`src/rtl/multi_digit_display.sv`:
```
// Multiplexed seven-segment display driver: captures a binary value on Load,
// converts it to BCD by shift-and-add-3, and scans the digits with optional
// leading-zero blanking, overflow dashes and blinking.
module multi_digit_display #(
    parameter int unsigned NUM_DIGITS = 4,
    parameter int unsigned IN_WIDTH   = 16,
    parameter int unsigned DIV_BITS   = 17,
    parameter int unsigned BLINK_BITS = 25
) (
    input  logic                  Clk,
    input  logic                  Rst_n,
    input  logic [IN_WIDTH-1:0]   Number,
    input  logic                  Load,
    input  logic                  Blank_lz,
    input  logic                  Blink_en,
    output logic                  Busy,
    output logic                  Valid,
    output logic                  Overflow,
    output logic [6:0]            out7,
    output logic [NUM_DIGITS-1:0] en_out
);

    localparam int unsigned BCD_W = 4 * NUM_DIGITS;
    localparam int unsigned IDX_W = (NUM_DIGITS > 1) ? $clog2(NUM_DIGITS) : 1;
    localparam int unsigned CNT_W = $clog2(IN_WIDTH);

    localparam logic [6:0] SEG_BLANK = 7'b1111111;
    localparam logic [6:0] SEG_DASH  = 7'b1111110;
    localparam logic [NUM_DIGITS-1:0] EN_RST = ~NUM_DIGITS'(1);

    function automatic longint unsigned pow10(input int unsigned n);
        longint unsigned p;
        p = 64'd1;
        for (int unsigned i = 0; i < n; i++) p = p * 64'd10;
        return p;
    endfunction

    localparam longint unsigned LIMIT = pow10(NUM_DIGITS);

    // One double-dabble step: correct every digit >= 5, then shift in the next bit.
    // Digits above NUM_DIGITS are dropped; they never feed lower digits.
    function automatic logic [BCD_W-1:0] dd_step(input logic [BCD_W-1:0] b, input logic bit_in);
        logic [BCD_W-1:0] a;
        a = b;
        for (int i = 0; i < int'(NUM_DIGITS); i++) begin
            if (a[i*4 +: 4] >= 4'd5) a[i*4 +: 4] = a[i*4 +: 4] + 4'd3;
        end
        return {a[BCD_W-2:0], bit_in};
    endfunction

    function automatic logic [6:0] seg7(input logic [3:0] d);
        case (d)
            4'd0:    return 7'b0000001;
            4'd1:    return 7'b1001111;
            4'd2:    return 7'b0010010;
            4'd3:    return 7'b0000110;
            4'd4:    return 7'b1001100;
            4'd5:    return 7'b0100100;
            4'd6:    return 7'b0100000;
            4'd7:    return 7'b0001111;
            4'd8:    return 7'b0000000;
            4'd9:    return 7'b0000100;
            default: return SEG_BLANK;
        endcase
    endfunction

    typedef enum logic {IDLE, CONVERT} state_t;

    state_t                  state;
    logic [IN_WIDTH-1:0]     value;
    logic [IN_WIDTH-1:0]     shreg;
    logic [BCD_W-1:0]        bcd;
    logic [BCD_W-1:0]        bcd_step;
    logic [CNT_W-1:0]        cnt;
    logic [BCD_W-1:0]        digits;

    logic [DIV_BITS-1:0]     refresh_cnt;
    logic [DIV_BITS-1:0]     refresh_n;
    logic [BLINK_BITS-1:0]   blink_cnt;
    logic [BLINK_BITS-1:0]   blink_n;
    logic [IDX_W-1:0]        idx;
    logic [IDX_W-1:0]        idx_n;
    logic [NUM_DIGITS-1:0]   zero_above;
    logic                    zero_run;
    logic [3:0]              sel_digit;
    logic [6:0]              glyph;
    logic [NUM_DIGITS-1:0]   en_n;

    // Next BCD accumulator value, consuming the current MSB of the shift register.
    always_comb begin
        bcd_step = dd_step(bcd, shreg[IN_WIDTH-1]);
    end

    // Capture/convert FSM; display registers commit on the last shift.
    always_ff @(posedge Clk or negedge Rst_n) begin
        if (!Rst_n) begin
            state    <= IDLE;
            Busy     <= 1'b0;
            Valid    <= 1'b0;
            Overflow <= 1'b0;
            value    <= '0;
            shreg    <= '0;
            bcd      <= '0;
            cnt      <= '0;
            digits   <= '1;
        end else begin
            case (state)
                IDLE: begin
                    if (Load) begin
                        value <= Number;
                        shreg <= Number;
                        bcd   <= '0;
                        cnt   <= '0;
                        Busy  <= 1'b1;
                        state <= CONVERT;
                    end
                end
                CONVERT: begin
                    bcd   <= bcd_step;
                    shreg <= {shreg[IN_WIDTH-2:0], 1'b0};
                    cnt   <= cnt + CNT_W'(1);
                    if (cnt == CNT_W'(IN_WIDTH - 1)) begin
                        state    <= IDLE;
                        Busy     <= 1'b0;
                        Valid    <= 1'b1;
                        Overflow <= (64'(value) >= LIMIT);
                        digits   <= bcd_step;
                    end
                end
                default: state <= IDLE;
            endcase
        end
    end

    // Next scan position, blink phase and glyph for the digit about to be driven.
    always_comb begin
        refresh_n = refresh_cnt + DIV_BITS'(1);
        blink_n   = blink_cnt + BLINK_BITS'(1);
        idx_n     = idx;
        if (&refresh_cnt) begin
            idx_n = (idx == IDX_W'(NUM_DIGITS - 1)) ? '0 : idx + IDX_W'(1);
        end

        zero_above = '0;
        zero_run   = 1'b1;
        for (int i = int'(NUM_DIGITS) - 1; i >= 0; i--) begin
            zero_run      = zero_run & (digits[i*4 +: 4] == 4'd0);
            zero_above[i] = zero_run;
        end

        sel_digit = digits[int'(idx_n)*4 +: 4];
        if (!Valid) begin
            glyph = SEG_BLANK;
        end else if (Overflow) begin
            glyph = SEG_DASH;
        end else if (Blank_lz && (idx_n != '0) && zero_above[idx_n]) begin
            glyph = SEG_BLANK;
        end else begin
            glyph = seg7(sel_digit);
        end

        en_n = '1;
        if (!(Blink_en && blink_n[BLINK_BITS-1])) en_n[idx_n] = 1'b0;
    end

    // Free-running scan and blink counters with registered enable/segment outputs.
    always_ff @(posedge Clk or negedge Rst_n) begin
        if (!Rst_n) begin
            refresh_cnt <= '0;
            blink_cnt   <= '0;
            idx         <= '0;
            en_out      <= EN_RST;
            out7        <= SEG_BLANK;
        end else begin
            refresh_cnt <= refresh_n;
            blink_cnt   <= blink_n;
            idx         <= idx_n;
            en_out      <= en_n;
            out7        <= glyph;
        end
    end

endmodule

```
`config.mk`:
```
export PLATFORM = sky130hd
export DESIGN_NAME = multi_digit_display
export DESIGN_NICKNAME = d
export VERILOG_FILES = /design/src/rtl/multi_digit_display.sv
export SDC_FILE = /design/constraint.sdc
export NUM_CORES = 1
export LEC_CHECK = 0
export BUFFER_PORTS_ARGS = -buffer_cell sky130_fd_sc_hd__buf_2
export CORE_ASPECT_RATIO = 0.7
export CORE_UTILIZATION = 52
export DETAILED_ROUTE_END_ITERATION = 10
export PLACE_DENSITY = 0.73
export REMOVE_ABC_BUFFERS = 1
export SLEW_MARGIN = 20
export SYNTH_ARGS = -nofsm -noshare
export SYNTH_HDL_FRONTEND = slang
export SYNTH_SLANG_ARGS = --single-unit
```
`constraint.sdc`:
```
create_clock -name Clk -period 3.5 [get_ports Clk]
set_input_delay 0.35 -clock Clk [delete_from_list [all_inputs] [get_ports Clk]]
set_output_delay 0.35 -clock Clk [all_outputs]
set_load 0.05 [all_outputs]
```
## Word level (Yosys, flattened, before mapping)

Memories as Yosys holds them, arrays and structs flattened.
Cells that the tools add are included.

- Register bits after elaboration: 127
- ROM bits: 112
- Input port bits: 21
- Output and inout port bits: 14
- Word-level logic and storage cells: 79
- Memories: 1

Memory list:

| memory | depth | width | read ports | clocked after memory_dff | write ports | RTL line | source |
|---|---|---|---|---|---|---|---|
| (name not given) | 16 | 7 | 1 | 0 | 0 | 52 | `case (d)` |

- Add/subtract/negate cells: 8
- Magnitude comparators: 7
- Eq/ne operators: 4
- Shift operators: 1
- Muxes and demuxes: 26
- Bitwise gates (word level): 5
- Reductions and logical operators: 13

Operators by type and width:

| cell | number |
|---|---|
| case mux 16 bit (2 select lines) | 2 |
| two-way mux 16 bit | 2 |
| adder 25 x 1 -> 25 bit, second input constant | 1 |
| two-way mux 7 bit | 3 |
| two-way mux 4 bit | 5 |
| adder 17 x 1 -> 17 bit, second input constant | 1 |
| AND reduction 17 bit | 1 |
| >= comparator 16 x 14 -> 1 bit, second input constant | 1 |
| >= comparator 4 x 3 -> 1 bit, second input constant | 4 |
| logical NOT 4 bit | 4 |
| variable part select 16 x 5 -> 4 bit | 1 |
| adder 4 x 2 -> 4 bit, second input constant | 3 |
| case mux 4 bit (2 select lines) | 1 |
| two-way mux 1 bit | 6 |
| AND reduction 2 bit | 3 |
| adder 4 x 1 -> 4 bit, second input constant | 1 |
| equality test 4 bit, second input constant | 1 |
| logical AND 1 bit | 4 |
| two-way mux 2 bit | 2 |
| NOT 4 bit | 1 |
| case mux 1 bit (2 select lines) | 2 |
| adder 3 x 2 -> 3 bit, second input constant | 1 |
| AND 1 bit | 3 |
| < comparator 2 x 3 -> 1 bit, second input constant | 1 |
| other kinds (10) | 10 |

## Depth between registers and ports, before layout

- Depth in word-level cells: 10
- Mapped depth: 17
- Gate-level depth less buffers: 17

## Worst setup path after synthesis

OpenSTA, ideal clock, no wires.

- Path kind: register -> register
- Start: register refresh_cnt[2]
- End: register out7[6]
- Library setup time: 0.079 ns
- Arrival: 3.200 ns
- Required time: 3.421 ns
- Setup slack: 0.221 ns
- Cell stages (with the launch flop): 16
- Buffers on the path: 0
- Period minus slack after synthesis: 3.279 ns
- Cell sequence: dfrtp_1 -> and3_1 -> and2_1 -> nand2_1 -> nor2_1 -> and3_1 -> ha_1 -> nor3b_4 -> nor2_2 -> mux4_2 -> inv_1 -> ha_1 -> nor3b_1 -> mux2_2 -> nor3_1 -> o21ai_0

- Cells in the longest elaborated chain, start to end: 8
- Elaborated cells between the ends (all ways): 12
- Classes of those cells: shift: 1; mux: 6; reduce/logical: 4; memory: 1

RTL lines:

| element | RTL line | source |
|---|---|---|
| start: declaration | 77 | `logic [DIV_BITS-1:0] refresh_cnt;` |
| start signal: assignment | 175 | `refresh_cnt <= refresh_n;` |
| AND reduction 17 bit * | 140 | `if (&refresh_cnt) begin` |
| two-way mux 2 bit * | 140 |  |
| branches (longest 3 deep; another with memory read (16 x 7 bit)) | n/a |  |
| two-way mux 7 bit * | 156 | `end else if (Blank_lz && (idx_n != '0) && zero_above[idx_n]) begin` |
| two-way mux 7 bit * | 154 | `end else if (Overflow) begin` |
| two-way mux 7 bit * | 152 | `if (!Valid) begin` |
| via glyph[6] | 86 | `logic [6:0] glyph;` |
| end signal: assignment | 179 | `out7 <= glyph;` |
| end: declaration | 19 | `output logic [6:0] out7,` |

Mark *: on every way through the listed nets, which the timed path passes. The select of a mux whose other input is x is not followed.
A chain may end at the register's enable or synchronous reset.

## Worst setup path after layout

Ends and elaborated chain as after synthesis.

==> run summary <==
Status = complete, no violations
Worst-path clk slew = 0.06 ns
Hold Vio Cnt, Final = 0
Max Clock Skew = 0.00691 ns
Starting Density = 54.6%
Vias = 3,945
Routability congestion estimate = 0.829
Width of the die = 128 um
Cell Int Power = 3760 uW
Die area = 11,500 um^2
CP Cell Sequence = and3_1, and2_1, nand2_1, nor2_2, and3_1, ha_4, nor3b_4, nor2_4, mux4_2, inv_1, ha_1, nor3b_2, mux2_2, nor3_1, o21ai_1
Clk pwr share = 31.6%
Final nets = 602
Drt drc = 0
Total GRT Usage = 21.7%
Chip Height = 90.1 um
Crit. End Element = flop
Post-route minimum period = 3.32 ns
Synthesized flop and latch total = 123
Initial antenna violation count = 0
Mapped Area = 5770 um^2
DR pass1 iterations = 5
Filler-free cell count of the finished design = 724
CP max FO = 6
Tcrit/Tclk final = 94.8%
Register area = 3110 um^2
Max cap viols = 0
Peak supply drop = 0.421 mV
Required @ worst endpoint = 3.85 ns
ANT nets after route = 0
TritonCTS buffer count = 17
Port Buffer Count = 34
CTS tree = built
Drt initial violations = 227
Max Clock Freq = 301 MHz
Mapped Cells = 515
H-tree levels = 4
Footprint of the multi-input gates = 2560 um^2
PD cells = 840 nW/um^2
Crit path launch type = flop
Root buffer cell = clkbuf_16
Logic pwr share = 30.2%
Fillcell total = 810
Power Total = 5730 uW
Worst skew pair latency = 0.42 ns
Slew HR = 44.5%
Avg Vias per Cell = 5.45
Largest net degree at the start of global routing = 66
FP Rows = 31
Seq/Total Area, Yosys = 53.9%
CTS sink cnt = 123
Yosys warning total = 0
Slowest CP cell = mux4_2
Final HPWL DP = 7320 um
Placed Instance Area = 6140 um^2
Async set-reset flop share out of synthesis = 100%
Synth unique cells = 42
First-pass GRT wire length = 19,200 um
Cell mode on critical path = and3_1
Clk buf depth = 2
GRT Residual Overflow = 0
Ports = 35
Hold crit path type = input port to async pin
DR WL/cell = 15.3 um
Slew @ Worst Pin = 0.833 ns
Sequential share of power = 38.2%
Critical Path AT = 3.66 ns
N_diodes = 0
Psw = 1970 uW
Worst stage delay on the critical path = 0.54 ns
Most common cell after layout, fill and taps aside = dfrtp_1
Core Area = 10,600 um^2
Number of global-route vias before repair = 4,009
Kind of critical path = flop to flop
Design area = 6820 um^2
Fin. max-slew vios = 0
Crit path max-delay family = simple AND/OR/NAND/NOR gates
EDFF count, synth = 0
Switching Fraction = 34.4%
Most frequent cells in the layout = 96 x dfrtp_1, 57 x nand2_1, 39 x o21ai_0
Pleak = 0.00318 uW
Main synth FF type = dfrtp_1
Routed wire length = 11,100 um
Finish-stage setup viols = 0
Syn_area_per_cell = 11.2 um^2
P&R area growth vs syn = 18.4%
Layout cells sized above 1 = 24.1%
Placed insts = 689
Critical path buffers and inverters = 1
flip-flops by register name, indices dropped and copies added (netlist names), 4 cells and up:
register / cells
refresh_cnt: 17
value: 12
digits: 16
cnt: 4
en_out: 4
blink_cnt: 25
bcd: 16
shreg: 16
out7: 7
power groups by stage:
stage	registers, uW	clock network, uW	logic [uW]
final	2190	1810	1730
after global routing	2230	1910	1940
after CTS	2180	1860	1730
after detailed placement	2200	0	1720
after global placement	2180	0	1640
after floorplan	2370	0	1090
final cells by class:
cell class / instances / area share, %
Inverter: 21 / 1.16
Sequential cell: 123 / 45.6
Clock buffer: 17 / 6.23
Multi-Input combinational cell: 354 / 37.5
Clock inverter: 15 / 2.79
Tap cell: 148 / 2.71
Timing Repair Buffer: 46 / 4.03
cell usage after synthesis (all sizes together) (2+ instances only):
master	count	area [um^2]
xnor2	30	263
a21oi	14	70.1
dfstp	26	683
inv	21	78.8
nor2	17	66.3
o21ai	40	200
nand3	23	115
ha	18	225
and4	7	61.3
clkbuf	13	48.8
dfrtp	97	2430
o31ai	8	60.1
nand4	6	37.5
nand2	58	218
and2	3	18.8
and3	7	43.8
buf	4	15.0
mux4	3	75.1
a22o	2	17.5
mux2	21	236
nor4	3	18.8
xor2	12	105
a31oi	2	12.5
mux2i	33	334
nor3	6	30.0
nor3b	11	93.8
nand2b	19	119
through the flow:
stage / worst slack [ns] / utilization [%] / setup TNS [ns] / hold slack, ns
finish: 0.182 / 64.7 / 0 / 0.0243
floorplan: 0.221 / - / 0 / 0.0544
global route: -0.00504 / 64.7 / -0.00504 / 0.107
detailed placement: 0.129 / 58.2 / 0 / 0.451
global placement: 0.232 / 58.2 / 0 / 0.449
CTS: 0.0207 / 64.2 / 0 / 0.0535
metal layers:
metal	GRT usage, %	vias to the layer above	part of all wire (%)
li1	-	1894	-
met1	30.7	1958	49
met2	30.9	84	46
met3	7.14	9	4.6
met4	7.94	0	0.81
met5	0	-	0
cells by family (layout without fill, tap and decap cells):
kind of cell               count (synthesis)  in the layout  share of synthesized area [%]
AOI/OAI and AO/OA                         74             74                           7.40
xor gates and xnor gates                  42             42                           6.38
adders and majority gates                 18             18                           3.91
buffers and inverters                     38             99                           2.47
DFF                                      123            123                           53.9
muxes                                     57             57                           11.2
and+or+nand+nor                          163            163                           14.7
path summary, 6_finish.rpt:
kind / from / to / slack (ns) / cells past startpoint
worst max-delay path: refresh_cnt[2] / out7[6] / 0.18 / 15
worst min-delay path: Rst_n / blink_cnt[1] / 0.02 / 1
worst max register to register: refresh_cnt[2] / out7[6] / 0.18 / 15
worst min register to register: blink_cnt[23] / blink_cnt[23] / 0.46 / 1
max in group asynchronous: Rst_n / out7[2] / 2.59 / 2
min in group Clk: Number[8] / value[8] / 0.18 / 2
what timing repair did:
item,4_1_cts,5_1_grt
gates resized for setup,1,10
hold buffers,0,0
setup buffers,1,2
setup endpoints to repair,1,5
Note: power is estimated with default switching activity, not from simulation.
